`config.mk`:
```
export PLATFORM = sky130hd
export DESIGN_NAME = wide_add_ctrl
export DESIGN_NICKNAME = d
export VERILOG_FILES = /design/src/rtl/wide_add_ctrl.sv
export SDC_FILE = /design/constraint.sdc
export NUM_CORES = 1
export LEC_CHECK = 0
export CORE_MARGIN = 2
export CORE_UTILIZATION = 50
export CTS_CLUSTER_DIAMETER = 80
export DETAILED_ROUTE_END_ITERATION = 10
export GPL_ROUTABILITY_DRIVEN = 1
export GPL_TIMING_DRIVEN = 0
export PLACE_DENSITY = 0.87
export SLEW_MARGIN = 20
export SYNTH_ARGS = -nofsm -noshare
export SYNTH_HDL_FRONTEND = slang
export SYNTH_SLANG_ARGS = --single-unit
```
`constraint.sdc`:
```
create_clock -name clk -period 38.4 [get_ports clk]
set_input_delay 9.6 -clock clk [delete_from_list [all_inputs] [get_ports clk]]
set_output_delay 9.6 -clock clk [all_outputs]
set_load 0.1 [all_outputs]
```
`src/rtl/wide_add_ctrl.sv`:
```
// Word-serial wide adder/subtractor controller: streams NWORDS 32-bit words
// through one external shared 32-bit adder, LSW first, carrying between words.
module wide_add_ctrl #(
  parameter int NWORDS = 4
) (
  input  logic                 clk,
  input  logic                 rst,
  input  logic                 req_valid,
  output logic                 req_ready,
  input  logic [32*NWORDS-1:0] req_a,
  input  logic [32*NWORDS-1:0] req_b,
  input  logic                 req_sub,
  input  logic                 req_cin,
  output logic                 rsp_valid,
  input  logic                 rsp_ready,
  output logic [32*NWORDS-1:0] rsp_sum,
  output logic                 rsp_cout,
  output logic                 rsp_ovf,
  output logic [31:0]          add_a,
  output logic [31:0]          add_b,
  output logic                 add_cin,
  input  logic [31:0]          add_sum,
  input  logic                 add_cout
);

  localparam int W    = 32 * NWORDS;
  localparam int IDXW = 4;

  typedef enum logic [1:0] {IDLE, RUN, DONE} state_t;

  state_t            state_q;
  logic [W-1:0]      a_q;
  logic [W-1:0]      b_q;
  logic [W-1:0]      sum_q;
  logic              carry_q;
  logic              cout_q;
  logic              ovf_q;
  logic              req_ready_q;
  logic              rsp_valid_q;
  logic [IDXW-1:0]   idx_q;

  logic [31:0]       a_words [NWORDS];
  logic [31:0]       b_words [NWORDS];
  logic [31:0]       a_word_d;
  logic [31:0]       b_word_d;
  logic              last_word_d;

  for (genvar gi = 0; gi < NWORDS; gi++) begin : g_words
    assign a_words[gi] = a_q[gi*32 +: 32];
    assign b_words[gi] = b_q[gi*32 +: 32];
  end

  // Word selection as a one-hot mux so the index never reaches past NWORDS.
  always_comb begin
    a_word_d = '0;
    b_word_d = '0;
    for (int i = 0; i < NWORDS; i++) begin
      if (idx_q == IDXW'(i)) begin
        a_word_d = a_words[i];
        b_word_d = b_words[i];
      end
    end
  end

  assign last_word_d = (idx_q == IDXW'(NWORDS - 1));

  always_comb begin
    add_a   = '0;
    add_b   = '0;
    add_cin = 1'b0;
    if (state_q == RUN) begin
      add_a   = a_word_d;
      add_b   = b_word_d;
      add_cin = carry_q;
    end
  end

  always_ff @(posedge clk or posedge rst) begin
    if (rst) begin
      state_q     <= IDLE;
      a_q         <= '0;
      b_q         <= '0;
      sum_q       <= '0;
      carry_q     <= 1'b0;
      cout_q      <= 1'b0;
      ovf_q       <= 1'b0;
      idx_q       <= '0;
      req_ready_q <= 1'b1;
      rsp_valid_q <= 1'b0;
    end else begin
      case (state_q)
        IDLE: begin
          if (req_valid) begin
            // Subtraction is A + ~B + 1, so B is inverted once at accept time.
            a_q         <= req_a;
            b_q         <= req_sub ? ~req_b : req_b;
            carry_q     <= req_sub ? 1'b1 : req_cin;
            idx_q       <= '0;
            state_q     <= RUN;
            req_ready_q <= 1'b0;
          end
        end
        RUN: begin
          for (int i = 0; i < NWORDS; i++) begin
            if (idx_q == IDXW'(i)) sum_q[i*32 +: 32] <= add_sum;
          end
          carry_q <= add_cout;
          idx_q   <= idx_q + IDXW'(1);
          if (last_word_d) begin
            cout_q      <= add_cout;
            ovf_q       <= (a_q[W-1] == b_q[W-1]) && (add_sum[31] != a_q[W-1]);
            state_q     <= DONE;
            rsp_valid_q <= 1'b1;
          end
        end
        DONE: begin
          if (rsp_ready) begin
            state_q     <= IDLE;
            rsp_valid_q <= 1'b0;
            req_ready_q <= 1'b1;
          end
        end
        default: begin
          state_q     <= IDLE;
          rsp_valid_q <= 1'b0;
          req_ready_q <= 1'b1;
        end
      endcase
    end
  end

  assign req_ready = req_ready_q;
  assign rsp_valid = rsp_valid_q;
  assign rsp_sum   = sum_q;
  assign rsp_cout  = cout_q;
  assign rsp_ovf   = ovf_q;

endmodule

```
==> metrics.md <==
| Metric | Value |
|---|---|
| R2R depth | `6` |
| CTS tree | `built` |
| Slowest stage delay, CP | `1.17 ns` |
| Setup crit start kind | `flip-flop` |
| Final Critical Period | `13.80 ns` |
| Avg WL per Cell | `21.7 microns` |
| Sequential element share of the synthesized area | `54.7%` |
| CP dominant cell by count | `clkbuf_1` |
| Placeable Area | `0.0356 sq mm` |
| Final WS setup | `24.60 ns` |
| Clk slew on worst S/H paths | `0.06 ns` |
| Syn avg cell area | `10.4 sq um` |
| Synthesized flop and latch total | `395` |
| Pre-CTS WS | `25.23 ns` |
| Crit-path cells | `inv_1 > ha_1 > clkbuf_1 > clkbuf_1 > a21oi_1 > o2bb2ai_1 > a32o_1 > clkdlybuf4s50_1` |
| Most common cell after layout, fill and taps aside | `nand2_1` |
| Global-route usage over all layers | `31.3%` |
| Syn Nets | `2033` |
| Detailed placer's ending HPWL | `44.5 mm` |
| DRT Pass-1 Iters | `5` |
| Post-cts resize count | `0` |
| Cts hold-fix bufs | `0` |
| Hold path depth | `2` |
| Max Fclk | `72.5 MHz` |
| Commonest non-fill, non-tap cells in the layout | `nand2_1, clkdlybuf4s50_1, dfrtp_1, mux2_2, xnor2_1` |
| Max Slew Vio Count | `0` |
| Max-Cap Viols | `0` |
| Vias in the first global route | `16172` |
| Die width | `194 microns` |
| Clock Latency Late Sink | `0.54 ns` |
| Worst path slowest cell | `clkdlybuf4s50_1` |
| Routed vias/inst | `5.61` |
| Final cell count without fillers | `2774` |
| CTS buffer count | `42` |
| Post-synth EDFFs | `0` |
| Clk root buf | `clkbuf_16` |
| Die height | `194 microns` |
| Routed WL | `60.3 mm` |
| Setup Fix Bufs, Post-CTS | `0` |
| Final Hold Slack | `0.467 ns` |
| Antenna violations before repair | `12` |
| CP endpoint kind | `output pin` |
| Setup TNS | `0 ns` |
| Crit path max fanout | `10` |
| Area growth syn-to-layout | `39.2%` |
| Congestion Overflow GR | `0` |
| Syn Std Cell Area | `0.0181 sq mm` |
| Endpoints failing hold | `0` |
| Die ar. | `0.0377 sq mm` |
| Worst-Margin Slew | `1.17 ns` |
| # rows | `69` |
| Final worst path period share | `35.9%` |
| Hold Crit Class | `reg2reg` |
| Status | `finished clean` |
| Synth warn | `0` |
| Worst endpoint required time | `28.80 ns` |
| Synth cell types | `37` |
| Relative slew slack | `21.6%` |
| RePlAce Congestion | `0.909` |
| Global-route wire length before repair | `91.4 mm` |
| Worst Clk Skew | `0.0182 ns` |
| Final ANT Viol Nets | `0` |
| IO Port Bufs | `490` |
| Final setup fails | `0` |
| Clock Sinks | `395` |
| Share of layout cells above drive strength 1 | `12.9%` |
| Starting DRT DRC Count | `1031` |
| H-Tree Depth | `2` |
| Largest net degree at the start of global routing | `111` |
| Final #Nets | `2570` |
| Synth Instances | `1734` |
| Crit Path Class | `reg2out` |
| Top FF cell, synth | `dfrtp_1` |
| # DRC | `0` |
| Via Count | `15559` |
| Critical path arrival | `4.20 ns` |
| Post-placement cell count | `2688` |
| Unrepaired setup endpoints after global routing | `false` |
| Initial Util | `50.8%` |
| Asr flop ratio synth | `100%` |
| IO Pins | `492` |
| CTS Buffer Depth | `3` |
## per-stage QoR
| stage | utilization [%] | cell area (sq um) |
|---|---|---|
| after floorplan | - | 18100 |
| after global placement | 66.2 | 23600 |
| after detailed placement | 66.5 | 23700 |
| after CTS | 70.7 | 25100 |
| after global routing | 70.7 | 25200 |
| final | 70.7 | 25200 |
## routing by layer
layer  GRT usage, %  share of wire [%]  vias up
met2           53.7                 49      805
met3           7.38                8.6      162
met1           36.8                 37     7655
li1               -                  -     6935
met5              0              0.022        -
met4           15.6                5.0        2
## cells in the mapped netlist (all sizes together) (2+ instances only)
cell     instances  share of area (%)
a32o            64                3.5
nand3            7               0.22
inv              4              0.083
dfrtp          394                 55
nand3b           2              0.083
a21oi           65                1.8
nand2b          65                2.2
ha               4               0.28
clkbuf          52                1.1
nor3b            3               0.19
xnor2          128                6.2
buf             83                3.3
a21o             2              0.083
o2bb2ai         64                3.1
nor2             5               0.13
nand2          515                 11
o21ai          132                3.7
mux2           130                8.1
xor2             2              0.097
o31ai            3               0.12
## critical path: cells and delay by family, from the launching register on
| family | cells | cell delay, ns |
|---|---|---|
| adders and majority gates | 1 | 0.20 |
| AOI/OAI and AO/OA | 3 | 0.69 |
| buffers and inverters | 4 | 2.36 |
| DFF | 1 | 0.41 |
## final cells by class
type	count	area, sq um
fillers	2477	10400
flip-flops and latches	395	9890
multi-input cells	1200	7390
repair buffers	493	4990
clock buffers	58	1260
plain buffers	135	788
well taps	461	577
clock inverters	18	221
diodes	10	25.0
inverters	4	22.5
## worst paths after layout
kind | startpoint | to | slack, ns
max | idx_q[1] | add_b[15] | 24.60
min | a_q[92] | a_q[92] | 0.47
max reg2reg | state_q[1] | a_q[98] | 36.12
min reg2reg | a_q[92] | a_q[92] | 0.47
max in group asynchronous | rst | a_q[22] | 27.78
min in group asynchronous | rst | b_q[122] | 9.60
## cells by family after synthesis
family / share of synthesized area (%)
xor gates and xnor gates: 6.30
AOI/OAI and AO/OA: 12.4
DFF: 54.7
adders and majority gates: 0.277
and+or+nand+nor: 13.8
buffers and inverters: 4.44
muxes: 8.10
## registers in the layout, summed over array words and instances, names as in the netlist
| register | flops |
|---|---|
| a_q | 128 |
| b_q | 128 |
| carry_q | 1 |
| idx_q | 4 |
| req_ready | 1 |
| rsp_cout | 1 |
| rsp_ovf | 1 |
| rsp_sum | 128 |
| rsp_valid | 1 |
| state_q | 2 |
Power is not shown: default switching activity piles up to over one toggle a cycle in this logic, so the estimate is an artifact.
